### src/rtl/code_verify_engine_if.sv
// Request/result bundle between the code entry path and the verify engine.
// master drives the request side, slave (the engine) drives the result side.
interface code_verify_engine_if #(
    parameter int DIGITS   = 4,
    parameter int DIGIT_W  = 4,
    parameter int MAX_FAIL = 3
);
    localparam int FW = $clog2(MAX_FAIL + 1);

    logic                        req;
    logic [DIGITS*DIGIT_W-1:0]   input_code;
    logic [DIGITS*DIGIT_W-1:0]   stored_code;
    logic                        clr_lock;
    logic                        ready;
    logic                        done;
    logic                        match;
    logic                        locked;
    logic [FW-1:0]               fail_count;

    modport master (
        output req, input_code, stored_code, clr_lock,
        input  ready, done, match, locked, fail_count
    );

    modport slave (
        input  req, input_code, stored_code, clr_lock,
        output ready, done, match, locked, fail_count
    );
endinterface

### src/rtl/code_verify_engine.sv
// Constant-time passcode comparator: one digit per cycle, MSB digit first,
// with consecutive-failure counting and a timed lockout.
module code_verify_engine #(
    parameter int DIGITS      = 4,
    parameter int DIGIT_W     = 4,
    parameter int SCRAMBLE    = 1,
    parameter int MAX_FAIL    = 3,
    parameter int LOCK_CYCLES = 16
) (
    input  logic                  clk,
    input  logic                  rst_n,
    code_verify_engine_if.slave   bus
);
    localparam int FW = $clog2(MAX_FAIL + 1);
    localparam int LW = $clog2(LOCK_CYCLES + 1);
    localparam int IW = (DIGITS > 1) ? $clog2(DIGITS) : 1;

    typedef enum logic [1:0] {IDLE, COMPARE, LOCKED} state_t;

    state_t                          state;
    logic [DIGITS-1:0][DIGIT_W-1:0]  in_q, st_q, st_plain;
    logic [IW-1:0]                   idx;
    logic                            acc, acc_next, clr_seen;
    logic                            ready_q, done_q, match_q, locked_q;
    logic [FW-1:0]                   fail_q;
    logic [LW-1:0]                   lock_cnt;

    // Undo the slot scramble: top digit lives in slot 1, the middle digits
    // are shifted up one slot, d0 stays put.
    for (genvar g = 0; g < DIGITS; g++) begin : g_map
        localparam int SRC = (SCRAMBLE == 0 || g == 0) ? g :
                             (g == DIGITS - 1)         ? 1 : g + 1;
        assign st_plain[g] = bus.stored_code[SRC*DIGIT_W +: DIGIT_W];
    end

    assign acc_next = acc | (in_q[idx] != st_q[idx]);

    always_ff @(posedge clk) begin
        if (!rst_n) begin
            state    <= IDLE;
            in_q     <= '0;
            st_q     <= '0;
            idx      <= '0;
            acc      <= 1'b0;
            clr_seen <= 1'b0;
            ready_q  <= 1'b1;
            done_q   <= 1'b0;
            match_q  <= 1'b0;
            locked_q <= 1'b0;
            fail_q   <= '0;
            lock_cnt <= '0;
        end else begin
            done_q  <= 1'b0;
            match_q <= 1'b0;
            case (state)
                IDLE: begin
                    if (bus.clr_lock) fail_q <= '0;
                    if (bus.req) begin
                        in_q     <= bus.input_code;
                        st_q     <= st_plain;
                        idx      <= IW'(DIGITS - 1);
                        acc      <= 1'b0;
                        clr_seen <= 1'b0;
                        ready_q  <= 1'b0;
                        state    <= COMPARE;
                    end
                end
                COMPARE: begin
                    acc <= acc_next;
                    if (bus.clr_lock) clr_seen <= 1'b1;
                    if (idx == '0) begin
                        done_q  <= 1'b1;
                        match_q <= ~acc_next;
                        ready_q <= 1'b1;
                        state   <= IDLE;
                        // An admin clear seen during the compare makes this
                        // result count as zero failures, so it can't lock.
                        if (!acc_next || bus.clr_lock || clr_seen) begin
                            fail_q <= '0;
                        end else if (fail_q == FW'(MAX_FAIL - 1)) begin
                            fail_q   <= FW'(MAX_FAIL);
                            lock_cnt <= LW'(LOCK_CYCLES);
                            locked_q <= 1'b1;
                            ready_q  <= 1'b0;
                            state    <= LOCKED;
                        end else begin
                            fail_q <= fail_q + FW'(1);
                        end
                    end else begin
                        idx <= idx - IW'(1);
                    end
                end
                LOCKED: begin
                    if (bus.clr_lock || lock_cnt <= LW'(1)) begin
                        lock_cnt <= '0;
                        locked_q <= 1'b0;
                        fail_q   <= '0;
                        ready_q  <= 1'b1;
                        state    <= IDLE;
                    end else begin
                        lock_cnt <= lock_cnt - LW'(1);
                    end
                end
                default: state <= IDLE;
            endcase
        end
    end

    assign bus.ready      = ready_q;
    assign bus.done       = done_q;
    assign bus.match      = match_q;
    assign bus.locked     = locked_q;
    assign bus.fail_count = fail_q;
endmodule
### src/flat_wrapper.sv
// flat-port wrapper written by rule: the top's interface ports become plain ports
module code_verify_engine_flat 
#(
    parameter int DIGITS      = 4,
    parameter int DIGIT_W     = 4,
    parameter int SCRAMBLE    = 1,
    parameter int MAX_FAIL    = 3,
    parameter int LOCK_CYCLES = 16
)
  (clk, rst_n, bus_req, bus_input_code, bus_stored_code, bus_clr_lock, bus_ready, bus_done, bus_match, bus_locked, bus_fail_count);
  code_verify_engine_if #(.DIGITS(DIGITS), .DIGIT_W(DIGIT_W), .MAX_FAIL(MAX_FAIL)) bus_i ();
  input  logic clk;
  input  logic rst_n;
  input wire logic [$bits(bus_i.req)-1:0] bus_req;
  input wire logic [$bits(bus_i.input_code)-1:0] bus_input_code;
  input wire logic [$bits(bus_i.stored_code)-1:0] bus_stored_code;
  input wire logic [$bits(bus_i.clr_lock)-1:0] bus_clr_lock;
  output wire logic [$bits(bus_i.ready)-1:0] bus_ready;
  output wire logic [$bits(bus_i.done)-1:0] bus_done;
  output wire logic [$bits(bus_i.match)-1:0] bus_match;
  output wire logic [$bits(bus_i.locked)-1:0] bus_locked;
  output wire logic [$bits(bus_i.fail_count)-1:0] bus_fail_count;
  assign bus_i.req = bus_req;
  assign bus_i.input_code = bus_input_code;
  assign bus_i.stored_code = bus_stored_code;
  assign bus_i.clr_lock = bus_clr_lock;
  assign bus_ready = bus_i.ready;
  assign bus_done = bus_i.done;
  assign bus_match = bus_i.match;
  assign bus_locked = bus_i.locked;
  assign bus_fail_count = bus_i.fail_count;
  code_verify_engine #(.DIGITS(DIGITS), .DIGIT_W(DIGIT_W), .SCRAMBLE(SCRAMBLE), .MAX_FAIL(MAX_FAIL), .LOCK_CYCLES(LOCK_CYCLES)) u_core (.clk(clk), .rst_n(rst_n), .bus(bus_i));
endmodule
### config.mk
export PLATFORM = sky130hd
export DESIGN_NAME = code_verify_engine_flat
export DESIGN_NICKNAME = d
export VERILOG_FILES = /design/src/rtl/code_verify_engine_if.sv /design/src/rtl/code_verify_engine.sv /design/src/flat_wrapper.sv
export SDC_FILE = /design/constraint.sdc
export NUM_CORES = 1
export LEC_CHECK = 0
export BUFFER_PORTS_ARGS = -buffer_cell sky130_fd_sc_hd__buf_4
export CAP_MARGIN = 30
export CORE_MARGIN = 2
export CORE_UTILIZATION = 59
export DETAILED_ROUTE_END_ITERATION = 10
export PLACE_DENSITY = 0.88
export SYNTH_ARGS = -nofsm -noshare
export SYNTH_HDL_FRONTEND = slang
export SYNTH_SLANG_ARGS = --single-unit
### constraint.sdc
create_clock -name clk -period 3.22 [get_ports clk]
set_input_delay 0.322 -clock clk [delete_from_list [all_inputs] [get_ports clk]]
set_output_delay 0.322 -clock clk [all_outputs]
set_load 0.02 [all_outputs]
# After elaboration in Yosys (flattened, before gate mapping)

Index checks and enable logic that the tools add are counted.

Register bits: 49
Output and inout bits: 6
Logic and storage cells: 95

Add/sub/neg operators: 3
$lt $le $gt $ge: 2
Equality and inequality tests: 12
Multiplexer cells: 38
Bitwise logic cells: 2
Reductions and logical operators: 20

Operator list:

| cell                | number |
|---|---|
| $mux 2              | 11 |
| $mux 5              | 4 |
| $bmux 4 s2          | 2 |
| $pmux 2 s3          | 2 |
| $reduce_and 3->1    | 4 |
| $reduce_and 4->1    | 3 |
| $mux 1              | 11 |
| $ne 2x2->1 const B  | 5 |
| $pmux 5 s2          | 1 |
| $mux 4              | 2 |
| $ne 2x1->1 const B  | 3 |
| $pmux 1 s2          | 3 |
| $reduce_and 2->1    | 3 |
| $le 5x1->1 const B  | 1 |
| $reduce_and 5->1    | 1 |
| $sub 5x1->5 const B | 1 |
| $eq 2x2->1 const B  | 2 |
| $logic_not 2->1     | 2 |
| $ne 4x4->1          | 1 |
| $pmux 2 s2          | 1 |
| $reduce_bool 2->1   | 2 |
| $logic_or 1x1->1    | 3 |
| $lt 2x3->1 const B  | 1 |
| $pmux 1 s3          | 1 |
| other kinds (7)     | 7 |

# Depth between registers and ports, before layout

Word-level depth: 10
Gate-level depth with buffers: 9
Depth with buffers taken out: 8

# Worst setup path before layout

Ideal clock, no wire load.

Kind: register to register
From: register u_core.state[0]
To: register u_core.ready_q (netlist: u_core.bus.ready)
Setup time: 0.124 ns
Arrival time: 1.687 ns
Required time: 3.096 ns
Path slack: 1.408 ns
Cell stages (with the launch flop): 9
Buffers on the path: 1
Path through: dfxtp_1 > inv_1 > ha_1 > nand2b_1 > a21oi_2 > a21o_1 > buf_6 > o31a_1 > a2111o_1

Word-level cells in the longest chain between the ends: 3
Elaborated cells between the ends (all ways): 9

RTL lines:

| what                                                      | RTL line                 | source |
|---|---|---|
| from (decl)                                               | code_verify_engine.sv:20 | `state_t state;` |
| from (signal assigned)                                    | code_verify_engine.sv:40 | `state <= IDLE;` |
| from (signal assigned)                                    | code_verify_engine.sv:65 | `state <= COMPARE;` |
| from (signal assigned)                                    | code_verify_engine.sv:75 | `state <= IDLE;` |
| $eq 2x2->1, or another cell as far along                  | code_verify_engine.sv:55 | `case (state)` |
| $ne 2x1->1 (no source line), or another cell as far along | -                        |  |
| $reduce_and 4->1 (no source line)                         | -                        |  |
| to (signal assigned)                                      | code_verify_engine.sv:46 | `ready_q <= 1'b1;` |
| to (signal assigned)                                      | code_verify_engine.sv:64 | `ready_q <= 1'b0;` |
| to (signal assigned)                                      | code_verify_engine.sv:74 | `ready_q <= 1'b1;` |
| to (decl)                                                 | code_verify_engine.sv:24 | `logic ready_q, done_q, match_q, locked_q;` |

Several ways; a longest one is shown, not always the timed one.
A chain may end at the register's enable or synchronous reset.

# Final worst setup path

From: register u_core.idx[0]
To: register u_core.lock_cnt[4]

Word-level cells in the longest chain between the ends: 9
Elaborated cells between the ends (all ways): 13

RTL lines:

| what                                | RTL line                  | source |
|---|---|---|
| from (decl)                         | code_verify_engine.sv:22  | `logic [IW-1:0] idx;` |
| from (signal assigned)              | code_verify_engine.sv:61  | `idx <= IW'(DIGITS - 1);` |
| from (signal assigned)              | code_verify_engine.sv:90  | `idx <= idx - IW'(1);` |
| $bmux 4 s2                          | code_verify_engine.sv:36  | `assign acc_next = acc \| (in_q[idx] != st_q[idx]);` |
| $mux 4 (not written as such)        | code_verify_engine.sv:36  |  |
| $ne 4x4->1                          | code_verify_engine.sv:36  |  |
| $or 1x1->1                          | code_verify_engine.sv:36  |  |
| $logic_not 1->1                     | code_verify_engine.sv:78  | `if (!acc_next \|\| bus.clr_lock \|\| clr_seen) begin` |
| $logic_or 1x1->1 (2 in a row)       | code_verify_engine.sv:78  |  |
| $ne 2x2->1 (no source line)         | -                         |  |
| $reduce_and 4->1 (no source line) * | -                         |  |
| to (signal assigned)                | code_verify_engine.sv:82  | `lock_cnt <= LW'(LOCK_CYCLES);` |
| to (signal assigned)                | code_verify_engine.sv:101 | `lock_cnt <= lock_cnt - LW'(1);` |
| to (decl)                           | code_verify_engine.sv:26  | `logic [LW-1:0] lock_cnt;` |

Mark *: on every way between the ends. The rest lies on a longest branch, timed or not. The select of a mux whose other input is x is not followed.

==> summary.md <==
| Metric | Value |
|---|---|
| Outcome | `completed` |
| First-pass GRT wire length | `approximately 7.9 mm` |
| I/O Buffers | `between 40 and 50` |
| Max Slew Vio Count | `0` |
| Asr flop ratio synth | `0%` |
| Routed WL | `roughly 4.6 mm` |
| Boundary Pins | `42` |
| Placed insts | `360` |
| YS warnings | `0` |
| Worst slew pin tran | `971 ps` |
| P per Cell Area | `between 500 and 600 mW/mm2` |
| CP dominant cell by count | `mux2i_1` |
| WL/cell | `12.5 um` |
| Hold violation count in the final report | `0` |
| Clock Pin Slew Worst Setup and Hold Paths | `approximately 90 ps` |
| EDFF count, synth | `0` |
| DRT antenna net count | `0` |
| Setup CP Type | `flip-flop to flip-flop` |
| Vias in the first global route | `1775` |
| Yosys cell types | `45` |
| Worst endpoint required time | `~3500 ps` |
| Worst-path fanout max | `8` |
| Vias | `slightly above 2000` |
| Clock Latency Late Sink | `300 ps` |
| Grt ovf | `0` |
| Die H | `~67 um` |
| Vias per inst | `around 5.5` |
| Leak | `between 1 and 1.5 nW` |
| Maximum clock path buffer count | `2` |
| Proportion of layout cells with a drive suffix above 1 | `17.5%` |
| Die X | `~67 um` |
| Most used DFF post-synth | `dfxtp_1` |
| Drt pass-1 iters | `4` |
| CP max-delay cell | `dfxtp_1` |
| Clock buffer count from CTS | `5` |
| Commonest non-fill, non-tap cell in the layout | `nand2_1` |
| Pre-CTS setup slack | `1230 ps` |
| Clock sink count | `49` |
| Placed cell area | `~0.0026 mm2` |
| Seq cells post-synth | `a little under 50` |
| Register area share after synthesis | `between 40% and 50%` |
| Finished Layout Cells | `around 370` |
| Worst Skew | `roughly 8.2 ps` |
| Initial antenna violation count | `0` |
| Final Setup Violations | `0` |
| Post-Synthesis Cells | `around 280` |
| CTS-repair resized insts | `0` |
| Max-slew headroom | `35.1%` |
| Post-layout worst setup margin | `between 1000 and 1500 ps` |
| H-tree depth | `2` |
| Starting Density | `between 60 and 70%` |
| Max-cap violations | `0` |
| Largest net degree at the start of global routing | `38` |
| Diodes inserted | `0` |
| Tot GR Track Use | `between 20% and 30%` |
| Post-Synthesis Cell Area | `around 0.0023 mm2` |
| Final GP Congestion | `between 0.8 and 0.9` |
| Area Growth Syn to Fin | `18.9%` |
| RSZ-0062 raised after global routing | `no` |
| Hold buffers post-CTS | `0` |
| Kind of start point of the critical path | `flip-flop` |
| Avg Cell Area, Syn | `8.12 um2` |
| Post-route cell area | `about 0.0027 mm2` |
| Max stage delay on crit path | `about 410 ps` |
| Postcts setup bufs | `0` |
| Clock root cell | `clkbuf_8` |
| Placement Rows | `22` |
| Cells along the critical path | `clkinv_1 -> mux2i_1 -> a221oi_1 -> o21ai_2 -> a21oi_2 -> mux2i_1` |
| Syn nets | `328` |
| Sum Neg Setup Slack | `0 ps` |
| Final HPWL DP | `about 3.3 mm` |
| Worst vdd ir | `between 0.3 and 0.4 mV` |
| Final period util | `63.0%` |
| Min-Delay Path Class | `primary input to flip-flop` |
| Max Freq | `~0.49 GHz` |
| CP Buf/Inv Count | `1` |
| Die Footprint | `~0.0044 mm2` |
| Layout net count | `around 360` |
| Final Total Pwr | `~1.4 mW` |
| Shortest period the worst path allows | `~2000 ps` |
| DRC Markers | `0` |
| CTS tree | `done` |
| CORE AREA | `0.00372 mm2` |
| CP Capture Type | `flip-flop` |
| Initial drt markers | `~130` |
| Critical path's top delay family | `compound AO/OA/AOI/OAI gates` |
| CP arrival | `roughly 2300 ps` |
| Commonest non-fill, non-tap cells in the layout | `nand2_1, dfxtp_1, buf_4` |
==> Yosys cell counts, types with 2 or more instances <==
| master | count | share of area (%) |
|---|---|---|
| a21boi_0 | 2 | 0.65 |
| a21oi_1 | 37 | 8.0 |
| a21oi_2 | 2 | 0.76 |
| a221oi_1 | 2 | 0.76 |
| and2_1 | 3 | 0.81 |
| clkbuf_1 | 13 | 2.1 |
| dfxtp_1 | 49 | 43 |
| ha_1 | 8 | 4.3 |
| inv_1 | 10 | 1.6 |
| mux2i_1 | 6 | 2.6 |
| nand2_1 | 74 | 12 |
| nand2b_1 | 4 | 1.1 |
| nand3_1 | 5 | 1.1 |
| nand4_1 | 5 | 1.4 |
| nor2_1 | 8 | 1.3 |
| nor2b_1 | 3 | 0.81 |
| nor3_1 | 2 | 0.43 |
| nor4_1 | 2 | 0.54 |
| o21ai_0 | 5 | 1.1 |
| o21bai_1 | 2 | 0.65 |
| o22ai_1 | 2 | 0.54 |
| o31ai_1 | 2 | 0.65 |
| xnor2_1 | 16 | 6.1 |
==> cell type report <==
cell class                      instances  area, um2
Clock buffer                            6       82.6
Tap cell                               48       60.1
Sequential cell                        49        981
Timing Repair Buffer                   42        315
Clock inverter                          2       37.5
Fill cell                             299        975
Inverter                               12       45.0
Multi-Input combinational cell        209       1220
==> state kept, by name (all words and copies together), names as in the netlist <==
name and flops:
u_core.in_q 16, u_core.st_q 16, u_core.lock_cnt 5, u_core.bus.fail_count 2
u_core.idx 2, u_core.state 2, u_core.acc 1, u_core.bus.done 1
u_core.bus.locked 1, u_core.bus.match 1, u_core.bus.ready 1, u_core.clr_seen 1
==> final timing paths <==
check | from | endpoint | slack [ps] | depth (start not counted)
setup / recovery | u_core.idx[0] | u_core.lock_cnt[4] | 1190 | 6
hold / removal | bus_input_code[6] | u_core.in_q[6] | 260 | 3
setup reg to reg | u_core.idx[0] | u_core.lock_cnt[4] | 1190 | 6
hold reg to reg | u_core.st_q[0] | u_core.st_q[0] | 470 | 2
==> per-stage QoR <==
| step | utilization (%) | hold WS (ps) |
|---|---|---|
| 5_1_grt | 73.8 | 258 |
| 3_5_place_dp | 70.5 | 460 |
| 3_3_place_gp | 70.5 | 455 |
| 4_1_cts | 73.8 | 260 |
| 6_report | 73.8 | 259 |
| 2_1_floorplan | - | 449 |
==> kinds of logic after synthesis <==
group / synth area share (%)
and+or+nand+nor: 21.9
adders and majority gates: 4.34
muxes: 2.60
buffers and inverters: 4.56
DFF: 42.5
AOI/OAI and AO/OA: 18.0
xor gates and xnor gates: 6.08
==> routing by layer <==
| layer | global-route usage, % | routed length [um] | up-vias |
|---|---|---|---|
| met1 | 29.5 | 2000 | 926 |
| met4 | 7.65 | 53 | 0 |
| met5 | 0 | 0 | - |
| met3 | 3.55 | 200 | 4 |
| li1 | - | - | 1039 |
| met2 | 40.3 | 2330 | 54 |
==> report_power, final <==
group / switching (mW) / total [mW] / internal [mW]
Sequential: 0.0292 / 0.675 / 0.646
Clock: 0.203 / 0.456 / 0.253
Combinational: 0.138 / 0.247 / 0.109
==> worst register-to-register path: cells and delay by family (launching register included) <==
family	cells	cell delay [ps]
DFF	1	410
AOI/OAI and AO/OA	3	890
muxes	2	410
buffers and inverters	1	240
Power figures use the tool's default switching activity.
